File: src/rtl/idle_time_monitor_pkg.sv
// Shared register map constants for the idle-time monitor.
// Pure declarations; no latency or backpressure of its own.
package idle_time_monitor_pkg;

  localparam int MAX_CH = 16;

  localparam logic [15:0] CH_STRIDE = 16'h0010;
  localparam logic [15:0] CH_SPAN   = CH_STRIDE * 16'(MAX_CH);

  typedef enum logic [3:0] {
    OFF_PERIOD = 4'h0,
    OFF_LAST   = 4'h4,
    OFF_PEAK   = 4'h8,
    OFF_THRESH = 4'hC
  } ch_off_e;

  localparam logic [15:0] ADDR_CTRL      = 16'h0100;
  localparam logic [15:0] ADDR_ALARM_STS = 16'h0104;
  localparam logic [15:0] ADDR_ALARM_EN  = 16'h0108;

endpackage

File: src/rtl/idle_window_counter.sv
// Per-channel idle window: counts idle samples over PERIOD cycles, result valid with win_end.
// Result is combinational in the window-end cycle; no backpressure, one sample per clock.
module idle_window_counter #(
  parameter int CNT_W = 32
) (
  input  logic             clk,
  input  logic             rst,
  input  logic             sample,
  input  logic             active,
  input  logic [CNT_W-1:0] period,
  input  logic             restart,
  output logic             win_end,
  output logic [CNT_W-1:0] result
);

  logic [CNT_W-1:0] win_cnt;
  logic [CNT_W-1:0] acc;
  logic [CNT_W:0]   sum;

  assign sum     = {1'b0, acc} + {{CNT_W{1'b0}}, sample};
  assign result  = sum[CNT_W] ? {CNT_W{1'b1}} : sum[CNT_W-1:0];
  // A PERIOD rewrite restarts the window, so it must not also close one.
  assign win_end = active && !restart && (win_cnt == period - CNT_W'(1));

  always_ff @(posedge clk or posedge rst) begin
    if (rst) begin
      win_cnt <= '0;
      acc     <= '0;
    end else if (!active || restart || win_end) begin
      win_cnt <= '0;
      acc     <= '0;
    end else begin
      win_cnt <= win_cnt + CNT_W'(1);
      acc     <= result;
    end
  end

endmodule

File: src/rtl/idle_time_monitor.sv
// Idle-time monitor: per-channel windowed idle counts, peak/threshold alarms, level IRQ.
// Reads ack one cycle after request (every second cycle when held); writes always accepted.
module idle_time_monitor
  import idle_time_monitor_pkg::*;
#(
  parameter int                NUM_CH    = 8,
  parameter int                CNT_W     = 32,
  parameter logic [NUM_CH-1:0] PROBE_INV = '0
) (
  input  logic              iClock,
  input  logic              iReset,
  input  logic [31:0]       iWriteAddress,
  input  logic [31:0]       iWriteData,
  input  logic              iWriteValid,
  output logic              oWriteAck,
  input  logic [31:0]       iReadAddress,
  output logic [31:0]       oReadData,
  input  logic              iReadValid,
  output logic              oReadAck,
  input  logic [NUM_CH-1:0] iProbe,
  output logic              oIrq
);

  logic [15:0]      wa;
  logic [15:0]      ra;
  logic [CNT_W-1:0] wd;
  logic             ch_wr;
  logic             unused_bits;

  logic [NUM_CH-1:0][CNT_W-1:0] period_q;
  logic [NUM_CH-1:0][CNT_W-1:0] thresh_q;
  logic [NUM_CH-1:0][CNT_W-1:0] last_q;
  logic [NUM_CH-1:0][CNT_W-1:0] peak_q;
  logic [NUM_CH-1:0][CNT_W-1:0] res;

  logic              ctrl_en;
  logic [NUM_CH-1:0] alarm_sts;
  logic [NUM_CH-1:0] alarm_en;
  logic [NUM_CH-1:0] alarm_set;
  logic [NUM_CH-1:0] sts_clr;
  logic [NUM_CH-1:0] win_end;
  logic [NUM_CH-1:0] restart;
  logic [NUM_CH-1:0] peak_clr;
  logic [NUM_CH-1:0] active;
  logic [31:0]       rd_mux;

  assign wa          = iWriteAddress[15:0];
  assign ra          = iReadAddress[15:0];
  assign wd          = iWriteData[CNT_W-1:0];
  assign ch_wr       = iWriteValid && (wa < CH_SPAN);
  assign oWriteAck   = 1'b1;
  assign unused_bits = ^{iWriteAddress[31:16], iReadAddress[31:16], iWriteData};

  assign sts_clr = (iWriteValid && wa == ADDR_ALARM_STS) ? iWriteData[NUM_CH-1:0] : '0;

  for (genvar n = 0; n < NUM_CH; n++) begin : g_ch
    assign active[n]    = ctrl_en && (period_q[n] != '0);
    assign restart[n]   = ch_wr && (wa[7:4] == 4'(n)) && (wa[3:0] == OFF_PERIOD);
    assign peak_clr[n]  = ch_wr && (wa[7:4] == 4'(n)) && (wa[3:0] == OFF_PEAK);
    assign alarm_set[n] = win_end[n] && (res[n] > thresh_q[n]);

    idle_window_counter #(.CNT_W(CNT_W)) u_win (
      .clk     (iClock),
      .rst     (iReset),
      .sample  (iProbe[n] ^ PROBE_INV[n]),
      .active  (active[n]),
      .period  (period_q[n]),
      .restart (restart[n]),
      .win_end (win_end[n]),
      .result  (res[n])
    );
  end

  always_ff @(posedge iClock or posedge iReset) begin
    if (iReset) begin
      period_q  <= '0;
      thresh_q  <= '0;
      last_q    <= '0;
      peak_q    <= '0;
      ctrl_en   <= 1'b0;
      alarm_sts <= '0;
      alarm_en  <= '0;
      oIrq      <= 1'b0;
    end else begin
      for (int n = 0; n < NUM_CH; n++) begin
        if (ch_wr && wa[7:4] == 4'(n)) begin
          case (wa[3:0])
            OFF_PERIOD: period_q[n] <= wd;
            OFF_THRESH: thresh_q[n] <= wd;
            default: ;
          endcase
        end
        if (win_end[n]) begin
          last_q[n] <= res[n];
        end
        // A clear landing on the window-end edge still records that window.
        if (win_end[n] && (peak_clr[n] || res[n] > peak_q[n])) begin
          peak_q[n] <= res[n];
        end else if (peak_clr[n]) begin
          peak_q[n] <= '0;
        end
      end
      if (iWriteValid && wa == ADDR_CTRL) begin
        ctrl_en <= iWriteData[0];
      end
      if (iWriteValid && wa == ADDR_ALARM_EN) begin
        alarm_en <= iWriteData[NUM_CH-1:0];
      end
      alarm_sts <= (alarm_sts & ~sts_clr) | alarm_set;
      oIrq      <= |(alarm_sts & alarm_en);
    end
  end

  always_comb begin
    rd_mux = '0;
    if (ra < CH_SPAN) begin
      for (int n = 0; n < NUM_CH; n++) begin
        if (ra[7:4] == 4'(n)) begin
          case (ra[3:0])
            OFF_PERIOD: rd_mux = 32'(period_q[n]);
            OFF_LAST:   rd_mux = 32'(last_q[n]);
            OFF_PEAK:   rd_mux = 32'(peak_q[n]);
            OFF_THRESH: rd_mux = 32'(thresh_q[n]);
            default:    rd_mux = '0;
          endcase
        end
      end
    end else begin
      case (ra)
        ADDR_CTRL:      rd_mux = {31'd0, ctrl_en};
        ADDR_ALARM_STS: rd_mux = 32'(alarm_sts);
        ADDR_ALARM_EN:  rd_mux = 32'(alarm_en);
        default:        rd_mux = '0;
      endcase
    end
  end

  // Ack alternates so a held request is answered every second cycle.
  always_ff @(posedge iClock or posedge iReset) begin
    if (iReset) begin
      oReadData <= '0;
      oReadAck  <= 1'b0;
    end else if (iReadValid && !oReadAck) begin
      oReadData <= rd_mux;
      oReadAck  <= 1'b1;
    end else begin
      oReadAck  <= 1'b0;
    end
  end

endmodule

File: config.mk
export PLATFORM = sky130hd
export DESIGN_NAME = idle_time_monitor
export DESIGN_NICKNAME = d
export VERILOG_FILES = /design/src/rtl/idle_time_monitor_pkg.sv /design/src/rtl/idle_window_counter.sv /design/src/rtl/idle_time_monitor.sv
export SDC_FILE = /design/constraint.sdc
export NUM_CORES = 2
export LEC_CHECK = 0
export BUFFER_PORTS_ARGS = -buffer_cell sky130_fd_sc_hd__buf_2
export CAP_MARGIN = 20
export CORE_AREA = 3 3 691 556
export CTS_CLUSTER_SIZE = 30
export DETAILED_ROUTE_END_ITERATION = 8
export DIE_AREA = 0 0 694 559
export PLACE_DENSITY = 0.44
export RECOVER_POWER = 100
export SLEW_MARGIN = 20
export SYNTH_ARGS = -nofsm -noshare
export SYNTH_HDL_FRONTEND = slang
export SYNTH_SLANG_ARGS = --single-unit
File: constraint.sdc
create_clock -name iClock -period 68.3 [get_ports iClock]
set_input_delay 6.83 -clock iClock [delete_from_list [all_inputs] [get_ports iClock]]
set_output_delay 6.83 -clock iClock [all_outputs]
set_load 0.1 [all_outputs]
==> impl_metrics.yaml <==
power_and_ir_drop:
  power_density_nw_per_um2: 19.72
  internal_power_mw: 1.597
  swShare: 0.2421
  switchingPower_mw: 0.5100
  clock_power_share: 0.516
  irDropWorstVdd_mv: 0.01748
  p_seq_frac: 0.447
  power_frac_comb: 0.037
  leakage_nw: 47.50
job:
  cap_violations: 74
global_route:
  grt_pass1_vias: 78500
  grt_usage: 0.1971
  gr-total-overflow: 0
  grt_max_degree: 159
  grt_first_pass_wirelength_um: 567200
  grt_antenna_before_repair: 69
finish:
  multiInputGateArea_sq_um: 49780
  fill_cells: 39740
  fin_nets: 10760
  final_layout_size_suffix_gt1_frac: 0.1031
  area_growth_pct: 13.23
  regArea_sq_um: 39710
  post-route-util: 0.2827
  instances_no_fill: 15300
timing:
  slew_viol_final: 3547
  finalCritPeriodShare: 0.4184
  max_freq_mhz: 34.99
  hold_violations: 0
  whs_ns: 0.4699
  fin_crit_ns: 28.58
  finalSetupTns_ns: 0
  rsz0062_at_grt: "no"
  worst_pin_slew_ns: 8.586
  skew_ns: 0.06487
  relSlewSlack: -4.724
  setup_violations: 0
  fin_ws_ns: 39.72
critical_path:
  cp_max_fo: 147
  start_kind: "input pin"
  path_class: "input pin to asynchronous set/reset pin"
  worstPathArrival_ns: 28.84
  ff2ff_path_depth: 11
  critPathRequiredTime_ns: 68.56
  endpoint_kind: "asynchronous set/reset pin"
die:
  coreArea_sq_um: 377900
  start_util: 0.2497
  die_x_um: 694
  pin_count: 143
  die_y_um: 559
  num_rows: 202
  floorplan.die_area_sq_um: 387900
placement:
  gp_congestion: 0.9088
  dp_hpwl_um: 275100
  preCtsSetupSlack_ns: 54.72
  dp_cells: 14910
  io_buffers: 109
route:
  route.detailed.drc: 0
  dr.pass1.iters: 8
  drtIter0Drc: 8846
  wl_um: 393500
  via_per_inst: 5.283
  drt-wirelength-per-cell_um: 25.72
  drtAntennaViolNets: 0
  num_vias: 80850
synthesis:
  synth_nets: 10860
  seq_area_frac_synth: 0.4209
  ys_types: 85
  avgSynthCellArea_sq_um: 9.245
  yosysMostFrequentCell: "dfrtp_1"
  synth_top_area_cell: "dfrtp_1"
  async_flop_share: 1.000
  syn_inst: 10210
  ys_warn_count: 0
  synth_edf_count: 0
  synthTopCellsByArea: "dfrtp_1, ha_1, mux2_2"
  synth.cell_area_sq_um: 94350
  synth_seq_cells: 1587
  synth_common_cells: "dfrtp_1, nand2_1, nor2_1"
  synth_flop_cell: "dfrtp_1"
  synth_top_area_frac: 0.4209
run_status:
  status: "finished with violations"
  violations: "max-capacitance violations, max-slew violations"
worst_hold_path:
  hold_class: "register to register"
  min_path_cells: 2
cts:
  cts_resized: 0
  tritoncts: "built"
  htreeDepth: 4
  clkSinkCount: 1587
  cts.reportedPaths.clkPinSlew_ns: 0.06
  post_cts_buffers: 0
  cts_buffer_depth: 4
  clock_latency_ns: 0.88
  hold_buffers: 0
  clockRootBuffer: "clkbuf_16"
  cts_made_buffers: 191
## cell families (layout without fill, tap and decap cells)
kind of cell             count (synthesis)  after routing  synth area share
AO/OA/AOI/OAI                         2162           2162            0.1517
XOR/XNOR                               740            740           0.06869
adder cells (fa/ha/maj)                544            544           0.07214
buffers and inverters                 1321           1362           0.05316
flip-flops                            1587           1587            0.4209
multiplexers                           498            498           0.05901
other                                    1             58        0.00003974
AND/OR/NAND/NOR                       3353           3353            0.1744
## area by class of cell
type / instances / area share
sequential: 1587 / 0.3717
tap: 4998 / 0.05853
multi-input combinational: 7298 / 0.4659
inverter: 736 / 0.02587
timing repair buffer: 293 / 0.01552
clock inverter: 75 / 0.008784
clock buffer: 258 / 0.05230
antenna: 57 / 0.001335
## cell usage in the layout, fill, tap and decap left out, types with 111 or more instances in the layout
master / count
a22oi_1: 159
dfrtp_1: 1587
clkbuf_16: 196
xnor2_1: 364
inv_1: 734
nand4_1: 235
buf_4: 111
nor2_1: 844
ha_1: 544
a22o_1: 213
and3_1: 115
nand2_1: 864
clkbuf_1: 128
a21oi_1: 393
nor3_1: 190
a221oi_1: 153
mux2_2: 466
nand3_1: 396
o21ai_0: 616
xor2_1: 376
## through the flow
| step | power, mW | area, sq um |
|---|---|---|
| 2_1_floorplan | 0.9943 | 94350 |
| 3_3_place_gp | 1.039 | 100600 |
| 3_5_place_dp | 1.039 | 100600 |
| 4_1_cts | 2.136 | 107100 |
| 5_1_grt | 2.173 | 106700 |
| 6_report | 2.107 | 106800 |
## worst paths after layout
path	end	from	slack, ns
setup / recovery	g_ch[5].u_win.win_cnt[17]	iReset	39.72
hold / removal	last_q[127]	last_q[127]	0.47
setup reg to reg	peak_q[94]	period_q[69]	58.90
hold reg to reg	last_q[127]	last_q[127]	0.47
max in group iClock	peak_q[188]	iProbe[5]	53.25
min in group asynchronous	g_ch[4].u_win.win_cnt[2]	iReset	7.31
## layer usage
layer  wire (um)  global-route usage  share of wire
met5          67                   0        0.00017
met3       33420             0.04110          0.085
met4       13880             0.06869          0.035
met1      183800              0.2902           0.47
met2      162400              0.2819           0.41
## state kept, by name (all words and copies together), names as in the netlist, 8 cells and up
signal,cells
alarm_sts,8
g_ch.u_win.acc,256
thresh_q,256
last_q,256
g_ch.u_win.win_cnt,256
period_q,256
oReadData,32
alarm_en,8
peak_q,256
## worst max-delay path: stages
cell,delay (ns)
clkbuf_1,0.10
clkinvlp_2,2.43
clkbuf_1,2.18
clkbuf_1,5.77
clkbuf_1,2.71
clkbuf_1,2.59
clkbuf_1,2.58
clkbuf_1,0.91
clkbuf_1,2.29
## power by group through the flow
stage	sequential (mW)	combinational [mW]	clock (mW)
floorplan	0.965	0.0297	0
global placement	0.959	0.0797	0
detailed placement	0.959	0.0802	0
CTS	0.942	0.0803	1.11
global route	0.942	0.0824	1.15
finish	0.942	0.0778	1.09
Note: power is estimated with default switching activity, not from simulation.
